===== src/rtl/nn_pkg.sv =====
// nn_pkg: shared sequencer state encoding, default word width and index-width helper
package nn_pkg;
    localparam int DEFAULT_DATA_WIDTH = 16;
    typedef enum logic [1:0] {IDLE, FEED, WAIT, DRAIN} seq_state_t;
    function automatic int idx_width(input int n);
        return n > 1 ? $clog2(n) : 1;
    endfunction
endpackage


===== src/rtl/out_capture_buf.sv =====
// out_capture_buf: per-neuron result registers latched by valid pulse, with all-full flag and indexed read
module out_capture_buf import nn_pkg::*; #(
    parameter int NUM_NEURON = 10,
    parameter int DATA_WIDTH = DEFAULT_DATA_WIDTH,
    parameter int IW = idx_width(NUM_NEURON)
) (
    input  logic                             clk,
    input  logic                             rst,
    input  logic                             en,
    input  logic                             clr,
    input  logic [NUM_NEURON-1:0]            pulse,
    input  logic [NUM_NEURON*DATA_WIDTH-1:0] data,
    input  logic [IW-1:0]                    rd_idx,
    output logic [DATA_WIDTH-1:0]            rd_data,
    output logic                             full
);
    // sized to the full index range so any rd_idx is a legal read; spare entries stay zero
    logic [DATA_WIDTH-1:0] caps [2**IW];
    logic [NUM_NEURON-1:0] flags;
    assign full = &flags;
    assign rd_data = caps[rd_idx];
    always_ff @(posedge clk or posedge rst) begin
        if (rst) begin
            caps <= '{default: '0};
            flags <= '0;
        end else begin
            flags <= clr ? '0 : en ? flags | pulse : flags;
            for (int k = 0; k < NUM_NEURON; k++)
                if (en && pulse[k]) caps[k] <= data[k*DATA_WIDTH +: DATA_WIDTH];
        end
    end
endmodule


===== src/rtl/layer_sequencer.sv =====
// layer_sequencer: broadcasts one inference to a neuron layer, gathers per-neuron results and serializes them
module layer_sequencer import nn_pkg::*; #(
    parameter int NUM_NEURON = 10,
    parameter int NUM_INPUT  = 784,
    parameter int DATA_WIDTH = DEFAULT_DATA_WIDTH,
    parameter int TIMEOUT    = 64
) (
    input  logic                             clk,
    input  logic                             rst,
    input  logic [DATA_WIDTH-1:0]            in_data,
    input  logic                             in_valid,
    output logic                             in_ready,
    output logic [DATA_WIDTH-1:0]            nrn_in,
    output logic                             nrn_in_valid,
    input  logic [NUM_NEURON*DATA_WIDTH-1:0] nrn_out,
    input  logic [NUM_NEURON-1:0]            nrn_out_valid,
    output logic [DATA_WIDTH-1:0]            out_data,
    output logic                             out_valid,
    input  logic                             out_ready,
    output logic                             busy,
    output logic                             err
);
    localparam int CW = $clog2(NUM_INPUT + 1);
    localparam int TW = $clog2(TIMEOUT + 1);
    localparam int IW = idx_width(NUM_NEURON);
    seq_state_t            state;
    logic [CW-1:0]         in_cnt;
    logic [TW-1:0]         wait_cnt;
    logic [IW-1:0]         idx;
    logic [IW-1:0]         rd_idx;
    logic [DATA_WIDTH-1:0] rd_data;
    logic                  full;
    logic                  accept;
    logic                  timeout;
    logic                  last_out;
    // the read port looks one word ahead so out_data can be registered on each transfer
    always_comb begin
        accept   = in_valid && in_ready;
        timeout  = wait_cnt == TW'(TIMEOUT - 1);
        last_out = idx == IW'(NUM_NEURON - 1);
        rd_idx   = state == DRAIN ? idx + 1'b1 : '0;
    end
    out_capture_buf #(.NUM_NEURON(NUM_NEURON), .DATA_WIDTH(DATA_WIDTH), .IW(IW)) u_buf (
        .clk     (clk),
        .rst     (rst),
        .en      (state == FEED || state == WAIT),
        .clr     (state == WAIT && (full || timeout)),
        .pulse   (nrn_out_valid),
        .data    (nrn_out),
        .rd_idx  (rd_idx),
        .rd_data (rd_data),
        .full    (full)
    );
    always_ff @(posedge clk or posedge rst) begin
        if (rst) begin
            state <= IDLE;
            in_cnt <= '0;
            wait_cnt <= '0;
            idx <= '0;
            in_ready <= 1'b0;
            nrn_in <= '0;
            nrn_in_valid <= 1'b0;
            out_data <= '0;
            out_valid <= 1'b0;
            busy <= 1'b0;
            err <= 1'b0;
        end else begin
            nrn_in_valid <= accept;
            case (state)
                IDLE: begin
                    state <= FEED;
                    in_ready <= 1'b1;
                    busy <= 1'b1;
                    in_cnt <= '0;
                    wait_cnt <= '0;
                    idx <= '0;
                end
                FEED: if (accept) begin
                    nrn_in <= in_data;
                    in_cnt <= in_cnt + 1'b1;
                    if (in_cnt == '0) err <= 1'b0;
                    if (in_cnt == CW'(NUM_INPUT - 1)) begin
                        in_ready <= 1'b0;
                        state <= WAIT;
                    end
                end
                WAIT: begin
                    wait_cnt <= wait_cnt + 1'b1;
                    if (full) begin
                        state <= DRAIN;
                        out_valid <= 1'b1;
                        out_data <= rd_data;
                    end else if (timeout) begin
                        state <= IDLE;
                        busy <= 1'b0;
                        err <= 1'b1;
                    end
                end
                DRAIN: if (out_ready) begin
                    idx <= idx + 1'b1;
                    out_data <= last_out ? '0 : rd_data;
                    if (last_out) begin
                        out_valid <= 1'b0;
                        state <= IDLE;
                        busy <= 1'b0;
                    end
                end
                default: state <= IDLE;
            endcase
        end
    end
endmodule


===== config.mk =====
export PLATFORM = sky130hd
export DESIGN_NAME = layer_sequencer
export DESIGN_NICKNAME = d
export VERILOG_FILES = /design/src/rtl/nn_pkg.sv /design/src/rtl/out_capture_buf.sv /design/src/rtl/layer_sequencer.sv
export SDC_FILE = /design/constraint.sdc
export NUM_CORES = 1
export LEC_CHECK = 0
export CORE_MARGIN = 1
export CORE_UTILIZATION = 62
export DETAILED_ROUTE_END_ITERATION = 16
export DONT_BUFFER_PORTS = 1
export PLACE_DENSITY = 0.78
export SLEW_MARGIN = 5
export SYNTH_ARGS = -nofsm -noshare
export SYNTH_HDL_FRONTEND = slang
export SYNTH_HIERARCHICAL = 1
export SYNTH_SLANG_ARGS = --single-unit

===== constraint.sdc =====
create_clock -name clk -period 6.95 [get_ports clk]
set_input_delay 1.39 -clock clk [delete_from_list [all_inputs] [get_ports clk]]
set_output_delay 1.39 -clock clk [all_outputs]
set_load 0.02 [all_outputs]

==> results.yml <==
sta:
  hold_viol_final: 0
  worst_pin_slew_ns: 1.04
  skew_ns: 0.00772
  relSlewSlack: 0.308
  rsz0062_at_grt: "no"
  min_period_over_period: 0.518
  timing.fmax_ghz: 0.278
  fin_tns_setup_ns: 0
  final-setup-viol-count: 0
  report.final.slew_viol_count: 0
  min_period_ns: 3.60
global_routing:
  antenna_found_initial: 12
  grt_pass1_vias: 6821
  gr-total-overflow: 0
  grt_max_degree: 116
  grtUsageTotal: 0.295
  grt_pass1_wl_mm: 39.3
floorplanning:
  die_h_um: 132
  ios: 227
  dieArea_um2: 17400
  initial_core_util: 0.634
  fp.dieW_um: 132
  num_rows: 47
  core_area_um2: 16500
route:
  viasPerCell: 6.24
  ant_nets: 0
  first_pass_iters: 4
  vias: 6429
  drt-total-wl_mm: 25.1
  wire_per_inst_um: 24.3
  route.detailed.drc: 0
  initialDrtViolationCount: 443
worst_setup_path:
  path_class: "flip-flop to flip-flop"
  cp.required_ns: 7.34
  critPathArrivalTime_ns: 4.00
  cp-start-kind: "flip-flop"
  end_kind: "flip-flop"
  critPathMaxFanout: 33
finish:
  layout-drive-gt1-share: 0.359
  final_util: 0.686
  area_growth_pct: 8.15
  finalInstanceArea_um2: 11300
  fin_nets: 985
  multi_input_area_um2: 4460
  final-seq-area_um2: 5760
  n_fill_cell: 1147
  final_cells: 1031
cts:
  cts-htree-levels: 1
  clock-sinks: 230
  cts_tree: "built"
  clk_pin_slew_ns: 0.06
  postCtsSetupBuffers: 0
  cts_resized: 0
  clk_latency_ns: 0.51
  cts.path.max_buffers: 3
  clockRootBuffer: "clkbuf_16"
  hold_buffers: 0
  cts_buffers: 24
placed_design:
  dpl.cell_count: 980
  routabilityCongestion: 0.888
  place_hpwl_mm: 18.1
  place_area_um2: 10600
  port_buffers: 0
flow_run:
  maxCapViolations: 0
synth:
  yosysWarnings: 198
  synth_area_leaders: "dfrtp_1 (55%), mux2_2 (23%), mux4_2 (3.0%), nand2_1 (3.0%), o31ai_1 (1.4%)"
  synth.most_common_cell: "dfrtp_1"
  synth-edff-count: 0
  synthCells: 798
  yosysTopAreaCell: "dfrtp_1"
  synth_cell_type_count: 59
  seq_area_frac_synth: 0.549
  syn_nets: 997
  synthArstFlopShare: 1.00
  synth_flop_cell: "dfrtp_1"
  netlist_area_um2: 10500
  synth.top_cells.by_count: "dfrtp_1 (230), mux2_2 (210), nand2_1 (83)"
  syn_area_per_cell_um2: 13.1
  synth_top_area_frac: 0.549
  synth-seq-cells: 230
pwr:
  power.total_uw: 3020
  ir_drop_mv: 0.219
  p_leak_uw: 0.00470
  power_density_nw_per_um2: 267
outcome:
  outcome: "completed"
min_path:
  hold_path_class: "flip-flop to flip-flop"
==> routing by layer <==
metal | wire, µm | vias to the layer above | GRT usage
met5 | 23 | - | 0
met4 | 916 | 4 | 0.105
met2 | 12000 | 266 | 0.482
li1 | - | 2867 | -
met3 | 2160 | 56 | 0.101
met1 | 9970 | 3236 | 0.365
==> critical path, cell delays in order (launching register included) <==
cell     delay (ns)
dfrtp_1        0.41
ha_1           0.53
nor2b_4        0.90
buf_4          0.60
mux4_2         0.58
nor2_1         0.13
o31ai_1        0.10
a22o_1         0.23
==> flip-flops by register name, indices dropped and copies added, names as in the netlist, 2 cells and up <==
register / count
idx: 4
in_cnt: 10
nrn_in: 16
out_data: 16
state: 2
u_buf/caps: 160
u_buf/flags: 10
wait_cnt: 7
==> where the power goes <==
group / total (µW) / leakage, µW / internal [µW] / switching [µW]
Clock: 1220 / 0.000365 / 716 / 506
Combinational: 259 / 0.00161 / 143 / 116
Sequential: 1540 / 0.00273 / 1450 / 85.9
==> path summary, 6_finish.rpt <==
path / startpoint / endpoint / slack [ns] / depth (start not counted)
setup reg to reg: state[0] / out_data[12] / 3.35 / 7
max in group asynchronous: rst / u_buf/flags[5] / 4.63 / 2
hold / removal: u_buf/caps[242] / u_buf/caps[242] / 0.50 / 1
hold reg to reg: u_buf/caps[242] / u_buf/caps[242] / 0.50 / 1
setup / recovery: state[0] / out_data[12] / 3.35 / 7
min in group asynchronous: rst / nrn_in[8] / 0.87 / 1
==> cell usage in the layout (no fill, tap or decap), drive strengths merged, types with 2 or more instances in the layout <==
cell type and instances:
and2 5, diode 11, clkinv 2, buf 3
nand2b 4, dfrtp 230, nand3 9, mux4 16
inv 9, or2b 2, clkbuf 36, nand4 7
a2111oi 2, xnor2 6, and4 2, nor4 2
o21ai 18, ha 9, mux2 210, a22o 16
mux2i 2, o31ai 22, nand2 92, and3 2
nor2 34, o22ai 16, nor2b 5, clkinvlp 2
o21a 2, o211ai 2, a21oi 18
==> stage by stage <==
step                      worst slack [ns]  hold slack [ns]
after global routing                  3.10            0.516
after global placement                3.53            0.476
after detailed placement              3.42            0.487
after floorplan                      0.957            0.460
final                                 3.35            0.498
after CTS                             3.38            0.500
==> cell families (layout without fill, tap and decap cells) <==
group | count (synthesis) | after routing | share of synthesized area
multiplexers | 228 | 228 | 0.263
AO/OA/AOI/OAI | 105 | 105 | 0.0706
flip-flops | 230 | 230 | 0.549
buffers and inverters | 50 | 52 | 0.0260
XOR/XNOR | 7 | 7 | 0.00585
adder cells (fa/ha/maj) | 9 | 9 | 0.0107
other | 0 | 11 | 0
AND/OR/NAND/NOR | 169 | 169 | 0.0746
==> cell type report <==
cell class / instances / share of cell area
clock inverters: 4 / 0.00221
well taps: 220 / 0.0243
diodes: 11 / 0.00243
clock buffers: 36 / 0.0642
repair buffers: 3 / 0.00199
inverters: 9 / 0.00342
flip-flops and latches: 230 / 0.508
multi-input cells: 518 / 0.393
(Power assumes the default switching activity.)
